### src/rtl/apb_i2c_pkg.sv
// Shared constants for the APB I2C controller: register map, FIFO defaults
// and the config/timeout field width.
package apb_i2c_pkg;

    // APB register byte offsets
    localparam logic [7:0] ADDR_TX      = 8'h00;
    localparam logic [7:0] ADDR_RX      = 8'h04;
    localparam logic [7:0] ADDR_CFG     = 8'h08;
    localparam logic [7:0] ADDR_TIMEOUT = 8'h0C;

    // FIFO geometry defaults
    localparam int FIFO_DWIDTH = 32;
    localparam int FIFO_AWIDTH = 4;

    // Width of the config and timeout register fields
    localparam int CFG_FIELD_WIDTH = 14;

endpackage : apb_i2c_pkg

### src/rtl/apb_i2c_fifo_if.sv
// Push/pop/status bundle between a FIFO and its producer/consumer.
// The master drives the strobes and the slave (the FIFO) drives data and status.
interface apb_i2c_fifo_if
    import apb_i2c_pkg::*;
#(
    parameter int DWIDTH = FIFO_DWIDTH,
    parameter int AWIDTH = FIFO_AWIDTH
);
    logic              clear;
    logic              wr_en;
    logic [DWIDTH-1:0] wr_data;
    logic              rd_en;
    logic [DWIDTH-1:0] rd_data;
    logic              empty;
    logic              full;
    logic              almost_full;
    logic [AWIDTH:0]   count;
    logic              overflow;
    logic              underflow;
    logic              error;

    modport master (
        output clear, wr_en, wr_data, rd_en,
        input  rd_data, empty, full, almost_full, count, overflow, underflow, error
    );

    modport slave (
        input  clear, wr_en, wr_data, rd_en,
        output rd_data, empty, full, almost_full, count, overflow, underflow, error
    );

endinterface : apb_i2c_fifo_if

### src/rtl/apb_i2c_fifo_mem.sv
// FIFO storage: DEPTH x DWIDTH register array with one clocked write port
// and one asynchronous read port. Contents are deliberately not reset.
module apb_i2c_fifo_mem
    import apb_i2c_pkg::*;
#(
    parameter int DWIDTH = FIFO_DWIDTH,
    parameter int AWIDTH = FIFO_AWIDTH
) (
    input  logic              clk,
    input  logic              we,
    input  logic [AWIDTH-1:0] waddr,
    input  logic [DWIDTH-1:0] wdata,
    input  logic [AWIDTH-1:0] raddr,
    output logic [DWIDTH-1:0] rdata
);

    logic [DWIDTH-1:0] mem_r [2**AWIDTH];

    // Write the addressed entry on an accepted push
    always_ff @(posedge clk) begin
        if (we) begin
            mem_r[waddr] <= wdata;
        end
    end

    assign rdata = mem_r[raddr];

endmodule : apb_i2c_fifo_mem

### src/rtl/apb_i2c_fifo.sv
// Single-clock first-word-fall-through FIFO used for the TX and RX paths of
// the APB I2C controller. Owns pointers, occupancy and sticky error flags;
// the storage array lives in apb_i2c_fifo_mem.
module apb_i2c_fifo
    import apb_i2c_pkg::*;
#(
    parameter int DWIDTH   = FIFO_DWIDTH,
    parameter int AWIDTH   = FIFO_AWIDTH,
    parameter int AF_LEVEL = 14
) (
    input  logic                 PCLK,
    input  logic                 PRESETn,
    apb_i2c_fifo_if.slave        bus
);

    localparam logic [AWIDTH:0] DEPTH_C    = (AWIDTH+1)'(2**AWIDTH);
    localparam logic [AWIDTH:0] AF_LEVEL_C = (AWIDTH+1)'(AF_LEVEL);
    localparam logic [AWIDTH:0] ONE_C      = (AWIDTH+1)'(1);

    logic [AWIDTH-1:0] wptr_r;
    logic [AWIDTH-1:0] rptr_r;
    logic [AWIDTH:0]   count_r;
    logic              overflow_r;
    logic              underflow_r;

    logic              empty_s;
    logic              full_s;
    logic              pop_s;
    logic              push_s;
    logic              we_s;
    logic [AWIDTH:0]   count_nxt_s;
    logic [DWIDTH-1:0] mem_rdata_s;
    logic [DWIDTH-1:0] rd_data_s;

    // Accept decisions; a pop frees the slot that lets a push into a full FIFO
    always_comb begin
        empty_s = (count_r == {(AWIDTH+1){1'b0}});
        full_s  = (count_r == DEPTH_C);
        pop_s   = bus.rd_en & ~empty_s;
        push_s  = bus.wr_en & (~full_s | pop_s);
        // A push in a clear cycle is discarded, so never touch the array then
        we_s    = push_s & ~bus.clear;
    end

    // Next occupancy: simultaneous push and pop leaves it unchanged
    always_comb begin
        count_nxt_s = count_r;
        if (push_s && !pop_s) begin
            count_nxt_s = count_r + ONE_C;
        end else if (pop_s && !push_s) begin
            count_nxt_s = count_r - ONE_C;
        end else begin
            count_nxt_s = count_r;
        end
    end

    // Pointer, occupancy and sticky flag state; clear flushes everything
    always_ff @(posedge PCLK or negedge PRESETn) begin
        if (!PRESETn) begin
            wptr_r      <= {AWIDTH{1'b0}};
            rptr_r      <= {AWIDTH{1'b0}};
            count_r     <= {(AWIDTH+1){1'b0}};
            overflow_r  <= 1'b0;
            underflow_r <= 1'b0;
        end else if (bus.clear) begin
            wptr_r      <= {AWIDTH{1'b0}};
            rptr_r      <= {AWIDTH{1'b0}};
            count_r     <= {(AWIDTH+1){1'b0}};
            overflow_r  <= 1'b0;
            underflow_r <= 1'b0;
        end else begin
            if (push_s) begin
                wptr_r <= wptr_r + {{(AWIDTH-1){1'b0}}, 1'b1};
            end
            if (pop_s) begin
                rptr_r <= rptr_r + {{(AWIDTH-1){1'b0}}, 1'b1};
            end
            count_r <= count_nxt_s;
            if (bus.wr_en && !push_s) begin
                overflow_r <= 1'b1;
            end
            if (bus.rd_en && empty_s) begin
                underflow_r <= 1'b1;
            end
        end
    end

    apb_i2c_fifo_mem #(
        .DWIDTH (DWIDTH),
        .AWIDTH (AWIDTH)
    ) u_mem (
        .clk   (PCLK),
        .we    (we_s),
        .waddr (wptr_r),
        .wdata (bus.wr_data),
        .raddr (rptr_r),
        .rdata (mem_rdata_s)
    );

    // Head word falls through; an empty FIFO presents zero, not stale storage
    always_comb begin
        rd_data_s = {DWIDTH{1'b0}};
        if (empty_s) begin
            rd_data_s = {DWIDTH{1'b0}};
        end else begin
            rd_data_s = mem_rdata_s;
        end
    end

    assign bus.rd_data     = rd_data_s;
    assign bus.empty       = empty_s;
    assign bus.full        = full_s;
    assign bus.almost_full = (count_r >= AF_LEVEL_C);
    assign bus.count       = count_r;
    assign bus.overflow    = overflow_r;
    assign bus.underflow   = underflow_r;
    assign bus.error       = overflow_r | underflow_r;

endmodule : apb_i2c_fifo

### src/flat_wrapper.sv
// flat-port wrapper written by rule: the top's interface ports become plain ports
module apb_i2c_fifo_flat import apb_i2c_pkg::*;
#(
    parameter int DWIDTH   = FIFO_DWIDTH,
    parameter int AWIDTH   = FIFO_AWIDTH,
    parameter int AF_LEVEL = 14
)
  (PCLK, PRESETn, bus_clear, bus_wr_en, bus_wr_data, bus_rd_en, bus_rd_data, bus_empty, bus_full, bus_almost_full, bus_count, bus_overflow, bus_underflow, bus_error);
  apb_i2c_fifo_if #(.DWIDTH(DWIDTH), .AWIDTH(AWIDTH)) bus_i ();
  input  logic PCLK;
  input  logic PRESETn;
  input wire logic [$bits(bus_i.clear)-1:0] bus_clear;
  input wire logic [$bits(bus_i.wr_en)-1:0] bus_wr_en;
  input wire logic [$bits(bus_i.wr_data)-1:0] bus_wr_data;
  input wire logic [$bits(bus_i.rd_en)-1:0] bus_rd_en;
  output wire logic [$bits(bus_i.rd_data)-1:0] bus_rd_data;
  output wire logic [$bits(bus_i.empty)-1:0] bus_empty;
  output wire logic [$bits(bus_i.full)-1:0] bus_full;
  output wire logic [$bits(bus_i.almost_full)-1:0] bus_almost_full;
  output wire logic [$bits(bus_i.count)-1:0] bus_count;
  output wire logic [$bits(bus_i.overflow)-1:0] bus_overflow;
  output wire logic [$bits(bus_i.underflow)-1:0] bus_underflow;
  output wire logic [$bits(bus_i.error)-1:0] bus_error;
  assign bus_i.clear = bus_clear;
  assign bus_i.wr_en = bus_wr_en;
  assign bus_i.wr_data = bus_wr_data;
  assign bus_i.rd_en = bus_rd_en;
  assign bus_rd_data = bus_i.rd_data;
  assign bus_empty = bus_i.empty;
  assign bus_full = bus_i.full;
  assign bus_almost_full = bus_i.almost_full;
  assign bus_count = bus_i.count;
  assign bus_overflow = bus_i.overflow;
  assign bus_underflow = bus_i.underflow;
  assign bus_error = bus_i.error;
  apb_i2c_fifo #(.DWIDTH(DWIDTH), .AWIDTH(AWIDTH), .AF_LEVEL(AF_LEVEL)) u_core (.PCLK(PCLK), .PRESETn(PRESETn), .bus(bus_i));
endmodule
### config.mk
export PLATFORM = sky130hd
export DESIGN_NAME = apb_i2c_fifo_flat
export DESIGN_NICKNAME = d
export VERILOG_FILES = /design/src/rtl/apb_i2c_pkg.sv /design/src/rtl/apb_i2c_fifo_if.sv /design/src/rtl/apb_i2c_fifo_mem.sv /design/src/rtl/apb_i2c_fifo.sv /design/src/flat_wrapper.sv
export SDC_FILE = /design/constraint.sdc
export NUM_CORES = 1
export LEC_CHECK = 0
export ABC_AREA = 1
export CORE_MARGIN = 8
export CORE_UTILIZATION = 35
export DETAILED_ROUTE_END_ITERATION = 8
export PLACE_DENSITY_LB_ADDON = 0.15
export SETUP_SLACK_MARGIN = 0.2
export SKIP_CTS_REPAIR_TIMING = 1
export SKIP_LAST_GASP = 1
export SYNTH_ARGS = -nofsm -noshare
export SYNTH_HDL_FRONTEND = slang
export SYNTH_SLANG_ARGS = --single-unit
### constraint.sdc
create_clock -name PCLK -period 7.9 [get_ports PCLK]
set_input_delay 0.79 -clock PCLK [delete_from_list [all_inputs] [get_ports PCLK]]
set_output_delay 0.79 -clock PCLK [all_outputs]
set_load 0.01 [all_outputs]
== After elaboration in Yosys (flattened, before gate mapping) ==
Memory sizes are Yosys's and may differ from the RTL's.
Cells that the tools add are included.

* Bitwise logic cells: 8
* Shift operators: 0
* Mux-type cells: 14
* $lt $le $gt $ge: 1
* Eq/ne operators: 1
* Reduce and logical (&&, ||, !) cells: 12
* Div/mod/pow operators: 0
* Multipliers: 0
* Add/subtract/negate cells: 4

{| class="wikitable"
|+ Operators by type and width
! kind !! count
|-
| $mux W32 || 1
|-
| $mux W4 || 4
|-
| $mux W5 || 3
|-
| $add A4 B1 Y4 const B || 2
|-
| $reduce_bool A2 Y1 || 4
|-
| $mux W1 || 6
|-
| $add A5 B1 Y5 const B || 1
|-
| $eq A5 B5 Y1 const B || 1
|-
| $ge A5 B4 Y1 const B || 1
|-
| $logic_not A5 Y1 || 1
|-
| $sub A5 B1 Y5 const B || 1
|-
| $logic_and A1 B1 Y1 || 4
|-
| $and A1 B1 Y1 || 3
|-
| $not A1 Y1 || 3
|-
| $reduce_bool A3 Y1 || 1
|-
| $logic_not A1 Y1 || 2
|-
| $or A1 B1 Y1 || 2
|}

* Logic and storage cells: 46
* Latch bits: 0
* Bits in registers: 15
* Bits in read-only memories: 0
* Bits in writable memories: 512
* Bits of input ports: 37
* Memories kept: 1

{| class="wikitable"
|+ Memory list
! name !! depth !! bits a word !! rd ports !! clocked after memory_dff !! wr ports !! RTL line !! RTL
|-
| u_core.u_mem.mem_r || 16 || 32 || 1 || 0 || 1 || apb_i2c_fifo_mem.sv:17 || <nowiki>logic [DWIDTH-1:0] mem_r [2**AWIDTH];</nowiki>
|}

== Longest topological paths before layout ==
* Depth in word-level cells: 10
* Gate-level depth with buffers: 14
* Mapped depth without buffers: 14

== Hierarchy ==
A second synthesis with hierarchy kept.

* Cells, all modules: 2269
* Area total of the unflattened synthesis: 23302.3 um2

{| class="wikitable"
|+ Modules (own cells, without submodules)
! module !! area an instance (um2) !! sequential area each (um2) !! cells each !! instances
|-
| apb_i2c_fifo_mem || 22089.9 || 15374.7 || 2088 || 1
|-
| apb_i2c_fifo || 1212.4 || 375.4 || 181 || 1
|}

== Worst setup path before layout ==
OpenSTA, ideal clock, no wires.

* Kind: input to register
* Start point: in bus_rd_en
* End point: mem u_core.u_mem.mem_r[11][0] (netlist bit), enable pin
* Cell stages on the path: 4
* Arrival time: 3382 ps
* Path buffers: 0
* Path slack: 4057 ps
* Required time: 7439 ps
* Path through: o21ai_2 nor2_1 inv_2 nor3_1

* Cells in the longest elaborated chain, start to end: 6

{| class="wikitable"
|+ Ends and longest elaborated chain
! element !! RTL line !! RTL
|-
| start: declaration || flat_wrapper.sv:15 || <nowiki>input wire logic [$bits(bus_i.rd_en)-1:0] bus_rd_en;</nowiki>
|-
| $and A1 B1 Y1 || apb_i2c_fifo.sv:39 || <nowiki>pop_s = bus.rd_en & ~empty_s;</nowiki>
|-
| $or A1 B1 Y1 || apb_i2c_fifo.sv:40 || <nowiki>push_s = bus.wr_en & (~full_s | pop_s);</nowiki>
|-
| $and A1 B1 Y1 || apb_i2c_fifo.sv:40 ||
|-
| $and A1 B1 Y1 || apb_i2c_fifo.sv:42 || <nowiki>we_s = push_s & ~bus.clear;</nowiki>
|-
| $mux W1 || apb_i2c_fifo_mem.sv:21 || <nowiki>if (we) begin</nowiki>
|-
| $mux W1 (implied by the code) || apb_i2c_fifo_mem.sv:22 || <nowiki>mem_r[waddr] <= wdata;</nowiki>
|-
| end: declaration || apb_i2c_fifo_mem.sv:17 ||
|}

Every way passes these cells.

== Worst setup path after layout ==
* Start point: reg u_core.rptr_r[0]
* End point: out bus_rd_data[31]

* Cells in the longest elaborated chain, start to end: 2

{| class="wikitable"
|+ Ends and longest elaborated chain
! element !! RTL line !! RTL
|-
| start: declaration || apb_i2c_fifo.sv:21 || <nowiki>logic [AWIDTH-1:0] rptr_r;</nowiki>
|-
| start signal: assignment || apb_i2c_fifo.sv:61 || <nowiki>rptr_r <= {AWIDTH{1'b0}};</nowiki>
|-
| start signal: assignment || apb_i2c_fifo.sv:67 || <nowiki>rptr_r <= {AWIDTH{1'b0}};</nowiki>
|-
| start signal: assignment || apb_i2c_fifo.sv:76 || <nowiki>rptr_r <= rptr_r + {{(AWIDTH-1){1'b0}}, 1'b1};</nowiki>
|-
| $mem_v2 Z16 W32 || -- ||
|-
| $mux W32 || apb_i2c_fifo.sv:103 || <nowiki>if (empty_s) begin</nowiki>
|-
| end: declaration || flat_wrapper.sv:16 || <nowiki>output wire logic [$bits(bus_i.rd_data)-1:0] bus_rd_data;</nowiki>
|}

Every way passes these cells.

==> results.cfg <==
[run_status]
status = complete, no violations

[clock_network]
clk_path_buf_depth = 3
root_buffer = clkbuf_16
path_clk_slew_ns = 0.06
cts_made_buffers = 55
cts_tree = yes
cts_htree_levels = 2
clock-sinks = 527
clk_latency_ns = 0.60

[cells_and_area]
final_common_cell = nand2_1
fillCellCount = 5709
syn_to_final_growth_pct = 14.3
layout-drive-gt1-share_pct = 6.67
final_cell_mix = 676 x nand2_1, 512 x edfxtp_1, 403 x nand3_1
post-route-util_pct = 40.2
layout.nets = 1923

[critical_path]
timing.rr.start = u_core.bus.count[1]
startpoint_type = flip-flop
crit_type = flip-flop to primary output
end_kind = primary output
path_max_fanout = 215
reg2reg_depth = 7
required_ns = 7.11
r2r_slack_ns = 4.78
cp.arrival_ns = 4.48
timing.rr.end = u_core.u_mem.mem_r[1][20]

[logic_synthesis]
yosysWarnings = 0
syn-cell-area_um2 = 21600
synth-seq-area-share_pct = 72.9
synth_edf_count = 512
synth.net_count = 1871
netlist_instances = 1824
synth_ff_type = edfxtp_1
avgSynthCellArea_um2 = 11.8
synthArstFlopShare_pct = 2.85
ys_ff_latch = 527
synth.distinct_cells = 27

[timing]
skew_ns = 0.0179
clock.fmax_ghz = 0.190
max_slew_margin_pct = 24.8
rsz0062_at_grt = false
tns_ns = 0
worst_slew_pin_slew_ns = 1.13
setup_violations = 0
fin_crit_sh_pct = 66.7
min_period_ns = 5.27
hold_viol_final = 0
slew_viol_final = 0

[drt]
drt_iter0_drc = 1296
viasPerCell = 5.05
num_vias = 13700
ant_nets = 0
dr.pass1.iters = 4
drc = 0
routed_wl_um = 58400
wl_per_cell_um = 21.5

[flow_run]
maxCapViolCount = 0

[place]
io_buffers = 79
gp_congestion = 0.738
dp_hpwl_um = 28200

[floorplanning]
fp.dieH_um = 264
die-area_um2 = 69900
io-pin-count = 80
initial_core_util_pct = 35.2
die_x_um = 264
rows = 91
coreArea_um2 = 61400

[pwr]
swShare_pct = 32.1
pwr-share-seq_pct = 42.7
cellPowerDensity_nw_per_um2 = 305
switchingPower_w = 0.00242
p_clk_share_pct = 31.7
peakVddDrop_uv = 333
power.internal_w = 0.00512
pwr-share-comb_pct = 25.6
leakagePower_nw = 8.70

[min_path]
hp-class = flip-flop to flip-flop
hold_start = u_core.bus.overflow
worstHoldEndpoint = u_core.bus.overflow
hold_depth = 2

[grt]
antenna_found_initial = 1
grt_max_degree = 216
track_usage_pct = 16.3
overflow = 0
grt_pass1_vias = 13200
grt_pass1_wl_um = 87500
kinds of logic after synthesis:
| group | synth area share [%] |
|---|---|
| AND/OR/NAND/NOR | 21.7 |
| flip-flops | 72.9 |
| buffers and inverters | 3.51 |
| AO/OA/AOI/OAI | 1.13 |
| adder cells (fa/ha/maj) | 0.614 |
| XOR/XNOR | 0.122 |
worst max-delay path by stage:
stage | start | end | slack (ns) | depth (start not counted)
after floorplan | bus_rd_en | u_core.u_mem.mem_r[11][0] | 4.06 | 4
after global placement | u_core.rptr_r[0] | bus_rd_data[0] | 3.29 | 9
after detailed placement | u_core.rptr_r[0] | bus_rd_data[31] | 3.25 | 9
after CTS | u_core.rptr_r[0] | bus_rd_data[31] | 2.57 | 9
after global routing | u_core.rptr_r[0] | bus_rd_data[31] | 2.36 | 9
final | u_core.rptr_r[0] | bus_rd_data[31] | 2.63 | 9
power groups by stage:
| stage | combinational, W | sequential (W) | clock [W] |
|---|---|---|---|
| global placement | 0.00195 | 0.00327 | 0 |
| detailed placement | 0.00196 | 0.00328 | 0 |
| floorplan | 0.00135 | 0.00320 | 0 |
| global route | 0.00216 | 0.00323 | 0.00255 |
| finish | 0.00193 | 0.00322 | 0.00239 |
| CTS | 0.00197 | 0.00322 | 0.00246 |
worst max-delay path: stages, from the launching register on:
cell and delay [ns]:
dfrtp_4 1.02, clkinv_8 0.93, buf_4 0.63, nand2_1 0.13, nand3_1 0.07, nand3_1 0.13
nand2_1 0.07, nand2_1 0.06, a21oi_1 0.14, clkdlybuf4s50_1 0.55
stage by stage:
| step | instances | setup slack (ns) | hold WS, ns | instance area (um^2) | total power, W |
|---|---|---|---|---|---|
| 3_5_place_dp | 2609 | 3.25 | 0.537 | 23000 | 0.00524 |
| 2_1_floorplan | 1824 | 4.06 | 0.494 | 21600 | 0.00455 |
| 6_report | 2710 | 2.63 | 0.550 | 24700 | 0.00754 |
| 3_3_place_gp | 2609 | 3.29 | 0.540 | 23000 | 0.00523 |
| 5_1_grt | 2709 | 2.36 | 0.588 | 24700 | 0.00794 |
| 4_1_cts | 2709 | 2.57 | 0.557 | 24700 | 0.00764 |
cell type report:
type                    count  area, um^2  area share [%]
repair buffers            104         991            4.02
clock buffers              73        1500            6.06
clock inverters            27         143           0.578
diodes                      1        2.50          0.0101
multi-input cells        1166        5190            21.1
inverters                  22        97.6           0.395
well taps                 790         988            4.01
flip-flops and latches    527       15800            63.9
cells in the mapped netlist, types with 2 or more instances:
cell	number	area, um^2
nand3_1	403	2020
inv_2	2	7.51
buf_2	52	260
inv_1	17	63.8
xor2_1	3	26.3
dfrtp_1	15	375
ha_1	9	113
buf_6	15	169
o21ai_0	7	35.0
nor3_1	6	30.0
buf_4	19	143
nand2_1	676	2540
edfxtp_1	512	15400
nor2_1	20	75.1
clkbuf_1	11	41.3
a21oi_1	35	175
clkinv_1	2	7.51
buf_1	11	41.3
sequential cells by signal, indices dropped and copies added, names as in the netlist:
name and cells:
u_core.u_mem.mem_r 512, u_core.wptr_r 4, u_core.rptr_r 4, u_core.bus.overflow 1, u_core.bus.count 5, u_core.bus.underflow 1
layer usage:
layer	vias to the layer above	track usage (%)	routed length (um)
li1	6503	-	-
met1	6794	22.6	26600
met2	309	27.0	28100
met3	70	2.70	2690
met4	0	3.55	945
met5	-	0	0
Note: power is estimated with default switching activity, not from simulation.
